[config.mk]
export PLATFORM = sky130hd
export DESIGN_NAME = instr_fetch_decode
export DESIGN_NICKNAME = d
export VERILOG_FILES = /design/src/rtl/instr_fetch_decode_pkg.sv /design/src/rtl/instr_fetch_decode_decoder.sv /design/src/rtl/instr_fetch_decode.sv
export SDC_FILE = /design/constraint.sdc
export NUM_CORES = 1
export LEC_CHECK = 0
export ABC_AREA = 1
export CAP_MARGIN = 10
export CORE_AREA = 2 2 102 104
export CTS_BUF_LIST = sky130_fd_sc_hd__clkbuf_4 sky130_fd_sc_hd__clkbuf_8
export DETAILED_ROUTE_END_ITERATION = 8
export DIE_AREA = 0 0 104 106
export SLEW_MARGIN = 20
export SYNTH_ARGS = -nofsm -noshare
export SYNTH_HDL_FRONTEND = slang
export SYNTH_SLANG_ARGS = --single-unit
[constraint.sdc]
create_clock -name clk -period 1.9 [get_ports clk]
set_input_delay 0.285 -clock clk [delete_from_list [all_inputs] [get_ports clk]]
set_output_delay 0.285 -clock clk [all_outputs]
set_load 0.05 [all_outputs]
[src/rtl/instr_fetch_decode_pkg.sv]
// Shared opcodes, instruction-word field positions and FSM encoding for the
// fetch/decode stage.
package fetch_pkg;

  localparam logic [3:0] OP_NOP  = 4'h0;
  localparam logic [3:0] OP_LOAD = 4'h1;
  localparam logic [3:0] OP_MOV  = 4'h2;
  localparam logic [3:0] OP_ADD  = 4'h3;
  localparam logic [3:0] OP_XOR  = 4'h4;
  localparam logic [3:0] OP_JMP  = 4'h5;
  localparam logic [3:0] OP_HALT = 4'hF;

  localparam int OPC_MSB = 31;
  localparam int OPC_LSB = 28;
  localparam int DST_MSB = 27;
  localparam int DST_LSB = 25;
  localparam int SRC_MSB = 24;
  localparam int SRC_LSB = 22;
  localparam int IMM_MSB = 15;
  localparam int IMM_LSB = 0;

  typedef enum logic [1:0] {
    ST_IDLE   = 2'd0,
    ST_REQ    = 2'd1,
    ST_ISSUE  = 2'd2,
    ST_HALTED = 2'd3
  } state_t;

  typedef struct packed {
    logic [3:0]  opcode;
    logic [2:0]  dest_reg;
    logic [2:0]  src_reg;
    logic [15:0] immediate;
  } fields_t;

  function automatic logic is_halt(input logic [31:0] word);
    return word[OPC_MSB:OPC_LSB] == OP_HALT;
  endfunction

endpackage

[src/rtl/instr_fetch_decode_decoder.sv]
// Combinational field extraction and opcode legality check.
// JMP (0101) is legal only when FETCH_JUMP_EN is defined.
module instr_decoder
  import fetch_pkg::*;
(
  input  logic [31:0] instr_i,
  output fields_t     fields_o,
  output logic        legal_o,
  output logic        jump_o
);

  logic [3:0] op;
  logic       unused_reserved;

  // Bits [21:16] are reserved and deliberately ignored.
  assign unused_reserved = ^instr_i[21:16];

  always_comb begin
    op                 = instr_i[OPC_MSB:OPC_LSB];
    fields_o.opcode    = op;
    fields_o.dest_reg  = instr_i[DST_MSB:DST_LSB];
    fields_o.src_reg   = instr_i[SRC_MSB:SRC_LSB];
    fields_o.immediate = instr_i[IMM_MSB:IMM_LSB];
    legal_o            = 1'b0;
    jump_o             = 1'b0;
    case (op)
      OP_NOP, OP_LOAD, OP_MOV, OP_ADD, OP_XOR, OP_HALT: legal_o = 1'b1;
`ifdef FETCH_JUMP_EN
      OP_JMP: begin
        legal_o = 1'b1;
        jump_o  = 1'b1;
      end
`endif
      default: legal_o = 1'b0;
    endcase
  end

endmodule

[src/rtl/instr_fetch_decode.sv]
// Instruction fetch/decode stage: fetches 32-bit words, presents each decoded
// instruction for one clock. Optional JMP support via FETCH_JUMP_EN.
module instr_fetch_decode
  import fetch_pkg::*;
#(
  parameter int                ADDR_W   = 8,
  parameter logic [ADDR_W-1:0] RESET_PC = '0
) (
  input  logic              clk,
  input  logic              reset,
  input  logic              start,
  input  logic              stall,
  output logic              imem_req,
  output logic [ADDR_W-1:0] imem_addr,
  input  logic [31:0]       imem_rdata,
  input  logic              imem_rvalid,
  output logic [3:0]        opcode,
  output logic [2:0]        src_reg,
  output logic [2:0]        dest_reg,
  output logic [15:0]       immediate,
  output logic              instr_valid,
  output logic              halted,
  output logic              illegal_instr,
  output logic [15:0]       instr_count,
  output logic [1:0]        fsm_state
);

  state_t            state_q, state_d;
  logic [ADDR_W-1:0] pc_q, pc_d;
  logic [31:0]       ir_q, ir_d;
  logic              illegal_q, illegal_d;
  logic [15:0]       count_q, count_d;

  fields_t dec_fields;
  logic    dec_legal;
  logic    dec_jump;
  logic    fire;

  instr_decoder u_decoder (
    .instr_i  (ir_q),
    .fields_o (dec_fields),
    .legal_o  (dec_legal),
    .jump_o   (dec_jump)
  );

  // Memory handshake: imem_req stays high with a stable imem_addr until a
  // cycle in which imem_rvalid=1; imem_rvalid while imem_req=0 is ignored.
  always_comb begin
    state_d   = state_q;
    pc_d      = pc_q;
    ir_d      = ir_q;
    illegal_d = illegal_q;
    count_d   = count_q;
    imem_req  = 1'b0;
    fire      = 1'b0;
    halted    = 1'b0;
    case (state_q)
      ST_IDLE: begin
        if (start) state_d = ST_REQ;
      end
      ST_REQ: begin
        imem_req = 1'b1;
        if (imem_rvalid) begin
          ir_d    = imem_rdata;
          state_d = is_halt(imem_rdata) ? ST_HALTED : ST_ISSUE;
        end
      end
      ST_ISSUE: begin
        if (!stall) begin
          fire    = 1'b1;
          pc_d    = dec_jump ? ir_q[ADDR_W-1:0] : pc_q + ADDR_W'(1);
          state_d = ST_REQ;
          if (count_q != 16'hFFFF) count_d = count_q + 16'd1;
          if (!dec_legal) illegal_d = 1'b1;
        end
      end
      ST_HALTED: begin
        halted = 1'b1;
      end
      default: state_d = ST_IDLE;
    endcase
  end

  // Illegal and JMP words reach the datapath as NOP but still count as issued.
  always_comb begin
    opcode      = '0;
    src_reg     = '0;
    dest_reg    = '0;
    immediate   = '0;
    instr_valid = fire;
    if (fire && dec_legal && !dec_jump) begin
      opcode    = dec_fields.opcode;
      src_reg   = dec_fields.src_reg;
      dest_reg  = dec_fields.dest_reg;
      immediate = dec_fields.immediate;
    end
  end

  always_ff @(posedge clk) begin
    if (!reset) begin
      state_q   <= ST_IDLE;
      pc_q      <= RESET_PC;
      ir_q      <= '0;
      illegal_q <= 1'b0;
      count_q   <= '0;
    end else begin
      state_q   <= state_d;
      pc_q      <= pc_d;
      ir_q      <= ir_d;
      illegal_q <= illegal_d;
      count_q   <= count_d;
    end
  end

  assign imem_addr     = pc_q;
  assign illegal_instr = illegal_q;
  assign instr_count   = count_q;
  assign fsm_state     = state_q;

endmodule

==> results of run 1 <==
registers in the layout, indices dropped and copies added (netlist names):
signal / cells
imem_addr: 8
fsm_state: 2
instr_count: 16
ir_q: 26
illegal_instr: 1
power breakdown:
group | total [uW] | internal, uW | switching (uW)
Combinational | 369 | 156 | 213
Sequential | 1180 | 1160 | 24.1
Clock | 700 | 327 | 372
Total | 2250 | 1640 | 610
cells by family (layout without fill, tap and decap cells):
kind of cell | Yosys count | count (layout)
DFF | 53 | 53
xor gates and xnor gates | 1 | 1
AOI/OAI and AO/OA | 83 | 83
adders and majority gates | 2 | 2
and+or+nand+nor | 156 | 156
buffers and inverters | 70 | 166
per-layer routing:
metal,track usage,up-vias
met4,0.0338,0
met3,0.0576,4
li1,-,1346
met1,0.147,1169
met5,0,-
met2,0.219,85
worst reg2reg max path, stage by stage, from the launching register on:
cell	delay [ns]
dfxtp_1	0.42
ha_1	0.23
inv_1	0.08
nor2_4	0.16
nand2_1	0.10
nand2_2	0.10
nand2_4	0.16
inv_1	0.12
nand2_1	0.06
a21oi_1	0.14
layout by cell type, fill, tap and decap left out, types with 2 or more instances in the layout:
| cell | instances |
|---|---|
| dfxtp_4 | 2 |
| o21ai_1 | 4 |
| nand3_2 | 2 |
| dfxtp_1 | 47 |
| a21oi_1 | 46 |
| nand2_2 | 3 |
| nor3_1 | 2 |
| nor2_4 | 26 |
| inv_1 | 53 |
| nand3_1 | 18 |
| o21ai_0 | 28 |
| clkbuf_4 | 2 |
| inv_2 | 2 |
| clkdlybuf4s50_1 | 49 |
| nand4_1 | 4 |
| buf_6 | 2 |
| buf_12 | 32 |
| clkbuf_8 | 6 |
| buf_4 | 12 |
| dlymetal6s2s_1 | 7 |
| ha_1 | 2 |
| nand2_1 | 58 |
| dfxtp_2 | 4 |
| nor2_2 | 2 |
| nor2_1 | 36 |
cell type report:
class / count / area (um2) / area share
flip-flops and latches: 53 / 1070 / 0.253
inverters: 55 / 206 / 0.0487
well taps: 136 / 170 / 0.0402
multi-input cells: 242 / 1350 / 0.318
repair buffers: 103 / 1340 / 0.316
clock buffers: 8 / 97.6 / 0.0230
timing repair:
item                                    in CTS  in global routing
setup buffers                                0                  1
endpoints found under the setup margin      23                 33
gates resized for setup                     12                 22
pin swaps                                    1                  6
stage by stage:
step | setup WS (ns) | utilization | setup TNS, ns | total power (uW)
3_3_place_gp | -0.00690 | 0.403 | -0.00973 | 1560
3_5_place_dp | -0.0297 | 0.403 | -0.269 | 1560
5_1_grt | -0.0655 | 0.424 | -0.719 | 2370
4_1_cts | -0.00364 | 0.416 | -0.00970 | 2280
6_report | 0.0297 | 0.424 | 0 | 2250
2_1_floorplan | 0.0426 | - | 0 | 1420
worst max-delay path by stage:
stage,start,end,cells past startpoint
3_3_place_gp,stall,dest_reg[0],6
2_1_floorplan,fsm_state[1],dest_reg[0],6
4_1_cts,ir_q[28],src_reg[2],7
3_5_place_dp,stall,immediate[3],6
5_1_grt,ir_q[28],immediate[3],8
6_report,fsm_state[0],immediate[3],5
==> qor.yml, run 1 <==
status: "complete, no violations"
postSynth.asyncResetShare: 0
syn_to_final_growth_pct: 68.5
drive_above_1_share: 0.217
synth_warnings: 0
port_buffers: 86
setup_viol: 0
synth_cell_types: 29
r2r_cells: 9
seq_area_frac_synth: 0.422
hpwlAfterDp_um: 5150
grt_usage: 0.129
numCtsBuffers: 5
synthSimpleGateAreaFrac: 0.273
yosys.area_share.xor_xnor: 0.00348
r2r_end: "instr_count[1]"
powerDensity_mw_per_mm2: 532
worst_pin_slew_ns: 0.517
finalHoldViolCount: 0
max_freq_mhz: 535
wl_um: 6810
synthCells: 365
min_period_over_period: 0.984
dr_wl_met3_um: 740
finalNonFillerCells: 597
grt_pass1_vias: 2550
drv_slew: 0
whs_ns: 0.500
dieArea_mm2: 0.0110
crit_fanout: 8
drc: 0
yosys-top-cells-area: "dfxtp_1 42%, a21oi_1 9.2%, nor2_1 9.1%"
start_util: 0.251
fillers: 1039
rows: 37
crit_type: "reg -> out"
final_nets: 499
rsz0062_at_grt: "true"
ys_ff_latch: 53
cts_root_buf: "clkbuf_8"
vias_per_cell: 4.36
synth_fa_ha_area_frac: 0.00996
skew_ns: 0.00784
routed.top_layer: "met4"
cp.arrival_ns: 1.59
ctsHoldBuffers: 0
peakVddDrop_mv: 0.267
cp_common_cell: "buf_12"
worstHoldStart: "ir_q[31]"
drt-met1-wl_um: 2850
dp.cells: 588
core_area_mm2: 0.0100
r2r-start: "instr_count[0]"
slowest_delay_ns: 0.39
drt_iter0_markers: 74
slew_headroom: 0.655
num_vias: 2604
synthTopCellsByCount: "61 x nor2_1, 58 x nand2_1, 54 x inv_1"
fin_crit_ns: 1.87
ios: 93
start_kind: "flip-flop"
gr-total-overflow: 0
worst_hold_path_type: "reg -> reg"
clk_pin_slew_ns: 0.10
avgSynthCellArea_um2: 6.89
die_w_um: 104
crit_family: "simple AND/OR/NAND/NOR gates"
cap_violations: 0
end_kind: "output port"
gp_congestion: 0.844
syn_area_mm2: 0.00251
cts_max_path_buffers: 2
fin_area_mm2: 0.00424
synth_top_flop_cell: "dfxtp_1"
cellLeakagePower_uw: 0.00168
synth_nets: 404
hold_end: "ir_q[31]"
ff2ff_setup_slack_ns: 0.26
grt_max_degree: 41
antenna_found_initial: 0
synth_top_family_by_area: "simple AND/OR/NAND/NOR gates"
synth-compound-area-share: 0.169
synth_top_cell_area_share: 0.422
drt.antenna.violating_nets: 0
yosys.cell_count.top_type: "nor2_1"
cp.required_ns: 1.62
routedWlPerCell_um: 11.4
yosysTopAreaCell: "dfxtp_1"
critPathBufInv: 2
grt_first_pass_wirelength_um: 11700
dieHeight_um: 106
cts.sinks: 53
critPathSlowestCell: "dfxtp_4"
insertion_delay_ns: 0.30
drtPass1Iterations: 4
synth_edf_count: 0
post_dp_cell_area_mm2: 0.00403
htreeDepth: 2
muxShareOfSynthArea: 0
min_delay_path_depth: 2
antenna_cells: 0
wl_met2_um: 3180
path_cells: "nor3_4 -> nand2_8 -> buf_12 -> nor2_4 -> buf_12"
cts_tree: "done"
Power figures use the tool's default switching activity.
==> run 2, diff against run 1 <==
--- a/config.mk
+++ b/config.mk
@@ -9,6 +9,7 @@
 export CAP_MARGIN = 10
 export CORE_AREA = 2 2 102 104
 export CTS_BUF_LIST = sky130_fd_sc_hd__clkbuf_4 sky130_fd_sc_hd__clkbuf_8
+export CTS_CLUSTER_DIAMETER = 100
 export DETAILED_ROUTE_END_ITERATION = 8
 export DIE_AREA = 0 0 104 106
 export SLEW_MARGIN = 20
==> constraint.sdc (replaced) <==
create_clock -name clk -period 1.7 [get_ports clk]
set_input_delay 0.255 -clock clk [delete_from_list [all_inputs] [get_ports clk]]
set_output_delay 0.255 -clock clk [all_outputs]
set_load 0.02 [all_outputs]
==> run 2 against run 1 <==
  * The run now ends with negative setup slack left
  * Clock-buffer cell count fell by 3
  * Largest cell class unchanged
  * Power rose by 19%
  * Critical path type unchanged
  * Die area did not move
  * Largest power group unchanged
  * Non-clock buffer count rose by 3
  * Sequential power rose by 12%
  * First-iteration DRC count did not move
  * Worst setup slack got worse by 0.054 ns
  * Cell count rose by 0.50%
  * Highest routed layer unchanged
  * Combinational power fell by 4%
  * Global-route usage fell by 1.2 points
  * Final area fell by 9.9%
==> qor.yml, run 2 (synthesis results as in run 1) <==
cp.required_ns: 1.44  # -0.18 ns
max_freq_mhz: 580
final_common_cell: "nand2_1"
grt_usage: 0.117  # -0.0116
whs_ns: 0.456  # -0.0440 ns
finalHoldViolCount: 0  # unchanged
end_kind: "output port"
violations: "negative setup slack"
drtPass1Iterations: 4  # unchanged
vias_per_cell: 4.25  # -2.6%
fin_setup_tns_ns: -0.220  # -0.220 ns
crit_path_end: "immediate[14]"
critPathSlowestCell: "dfxtp_2"
register_area_mm2: 0.00107  # -0.70%
peakVddDrop_mv: 0.425  # +59%
grt_max_degree: 47  # +15%
ios: 93  # unchanged
cp.depth: 6  # +1
slowest_delay_ns: 0.34  # -0.05 ns
path_cells: "inv_2 -> nor3_4 -> nand2_4 -> buf_12 -> nor2_1 -> buf_4"
skew_ns: 0.0100  # +0.00218 ns
ff2ff_setup_slack_ns: 0.17  # -0.09 ns
drt_iter0_markers: 74  # unchanged
port_buffers: 86  # unchanged
num_vias: 2550  # -2.1%
multi_input_area_mm2: 0.00122  # -9.6%
final_cell_mix: "58 x nand2_1, 52 x inv_1, 52 x clkdlybuf4s50_1"
gr-total-overflow: 0  # unchanged
grt_first_pass_wirelength_um: 10700  # -8.8%
cts_root_buf: "clkbuf_8"
cts.sinks: 53  # unchanged
slew_headroom: 0.821  # +0.166
clk_pin_slew_ns: 0.10  # about the same
dp.cells: 588  # unchanged
insertion_delay_ns: 0.31  # about the same
regMostFlops: "ir_q"
r2r_end: "instr_count[4]"
dieArea_mm2: 0.0110  # unchanged
dieHeight_um: 106  # unchanged
start_util: 0.251  # unchanged
antenna_cells: 0  # unchanged
hpwlAfterDp_um: 4690  # -9.0%
grt_pass1_vias: 2328  # -8.7%
routedWlPerCell_um: 11.1  # -2.7%
setup_viol: 21  # +21
startpoint: "fsm_state[1]"
r2r_cells: 9  # unchanged
syn_to_final_growth_pct: 51.8
drive_above_1_share: 0.194  # -0.0230
largest_register_ffs: 26  # unchanged
drt.antenna.violating_nets: 0  # unchanged
cts_max_path_buffers: 2  # unchanged
antenna_found_initial: 0  # unchanged
r2r-start: "fsm_state[1]"
finalNonFillerCells: 600  # +0.50%
final_nets: 502  # +0.60%
critPathBufInv: 3  # +1
core_area_mm2: 0.0100  # unchanged
fin_crit_ns: 1.72
crit_type: "reg -> out"
drv_slew: 0  # unchanged
worst_hold_path_type: "reg -> reg"
min_period_over_period: 1.01
fillers: 1089  # +4.8%
fin_ws_ns: -0.0241  # -0.0538 ns
cp.arrival_ns: 1.47  # -0.12 ns
htreeDepth: 2  # unchanged
rsz0062_at_grt: "true"
cap_violations: 0  # unchanged
numCtsBuffers: 5  # unchanged
wl_um: 6660  # -2.3%
ctsHoldBuffers: 0  # unchanged
drc: 0  # unchanged
cellLeakagePower_uw: 0.00157  # -6.5%
start_kind: "flip-flop"
powerDensity_mw_per_mm2: 705  # +33%
worst_pin_slew_ns: 0.268  # -0.249 ns
crit_fanout: 13  # +5
crit_family: "simple AND/OR/NAND/NOR gates"
rows: 37  # unchanged
die_w_um: 104  # unchanged
cts_tree: "done"
gp_congestion: 0.765  # -9.4%
status: "finished with violations"
run 2: changes by cell type in the layout (fill, tap and decap cells not counted), sizes merged:
cell,delta
dlymetal6s2s,-4
clkbuf,-1
dlygate4sd2,+3
clkinv,+1
bufinv,+2
buf,-1
clkdlybuf4s50,+3
run 2: where the power goes:
part	switching, uW	internal [uW]	leakage (uW)
sequential	21.8	1300	0.000432
combinational	185	169	0.00107
clock	432	585	0.0000681
run 2: stage by stage:
step                utilization  cell area, um2  setup WS [ns]  power, uW
floorplan                     -            2510        -0.0775       1520
global placement          0.360            3600         -0.537       1680
detailed placement        0.360            3600         -0.546       1680
CTS                       0.364            3640       -0.00249       2710
global route              0.382            3820         -0.115       2830
finish                    0.382            3820        -0.0241       2690
run 2: final cells by class:
cell class | instances | area share
Clock buffer | 5 | 0.0180
Clock inverter | 3 | 0.0170
Inverter | 55 | 0.0541
Multi-Input combinational cell | 242 | 0.319
Sequential cell | 53 | 0.279
Tap cell | 136 | 0.0446
Timing Repair Buffer | 106 | 0.268
run 2: layer usage:
metal / global-route usage / wire length, um
met1: 0.134 / 2950
met2: 0.212 / 3210
met3: 0.0411 / 460
met4: 0.0232 / 31
met5: 0 / 0
run 2: worst min-delay path: cells and delay by family, from the launching register on:
family	cells	cell delay [ns]
buffers and inverters	1	0.06
AO/OA/AOI/OAI	1	0.05
flip-flops	1	0.31
run 2: repair_timing:
item / in CTS / in global routing
pin swaps: 0 / 2
resized for setup: 126 / 47
buffers inserted: 0 / 2
gates cloned: 0 / 2
endpoints found under the hold margin: 0 / 0
endpoints found under the setup margin: 30 / 33
run 2: worst min path at each step:
stage / cells past startpoint / end / start
floorplan: 2 / ir_q[10] / ir_q[10]
global placement: 2 / ir_q[11] / ir_q[11]
detailed placement: 2 / ir_q[8] / ir_q[8]
CTS: 2 / ir_q[14] / ir_q[14]
global route: 2 / ir_q[14] / ir_q[14]
finish: 2 / ir_q[11] / ir_q[11]
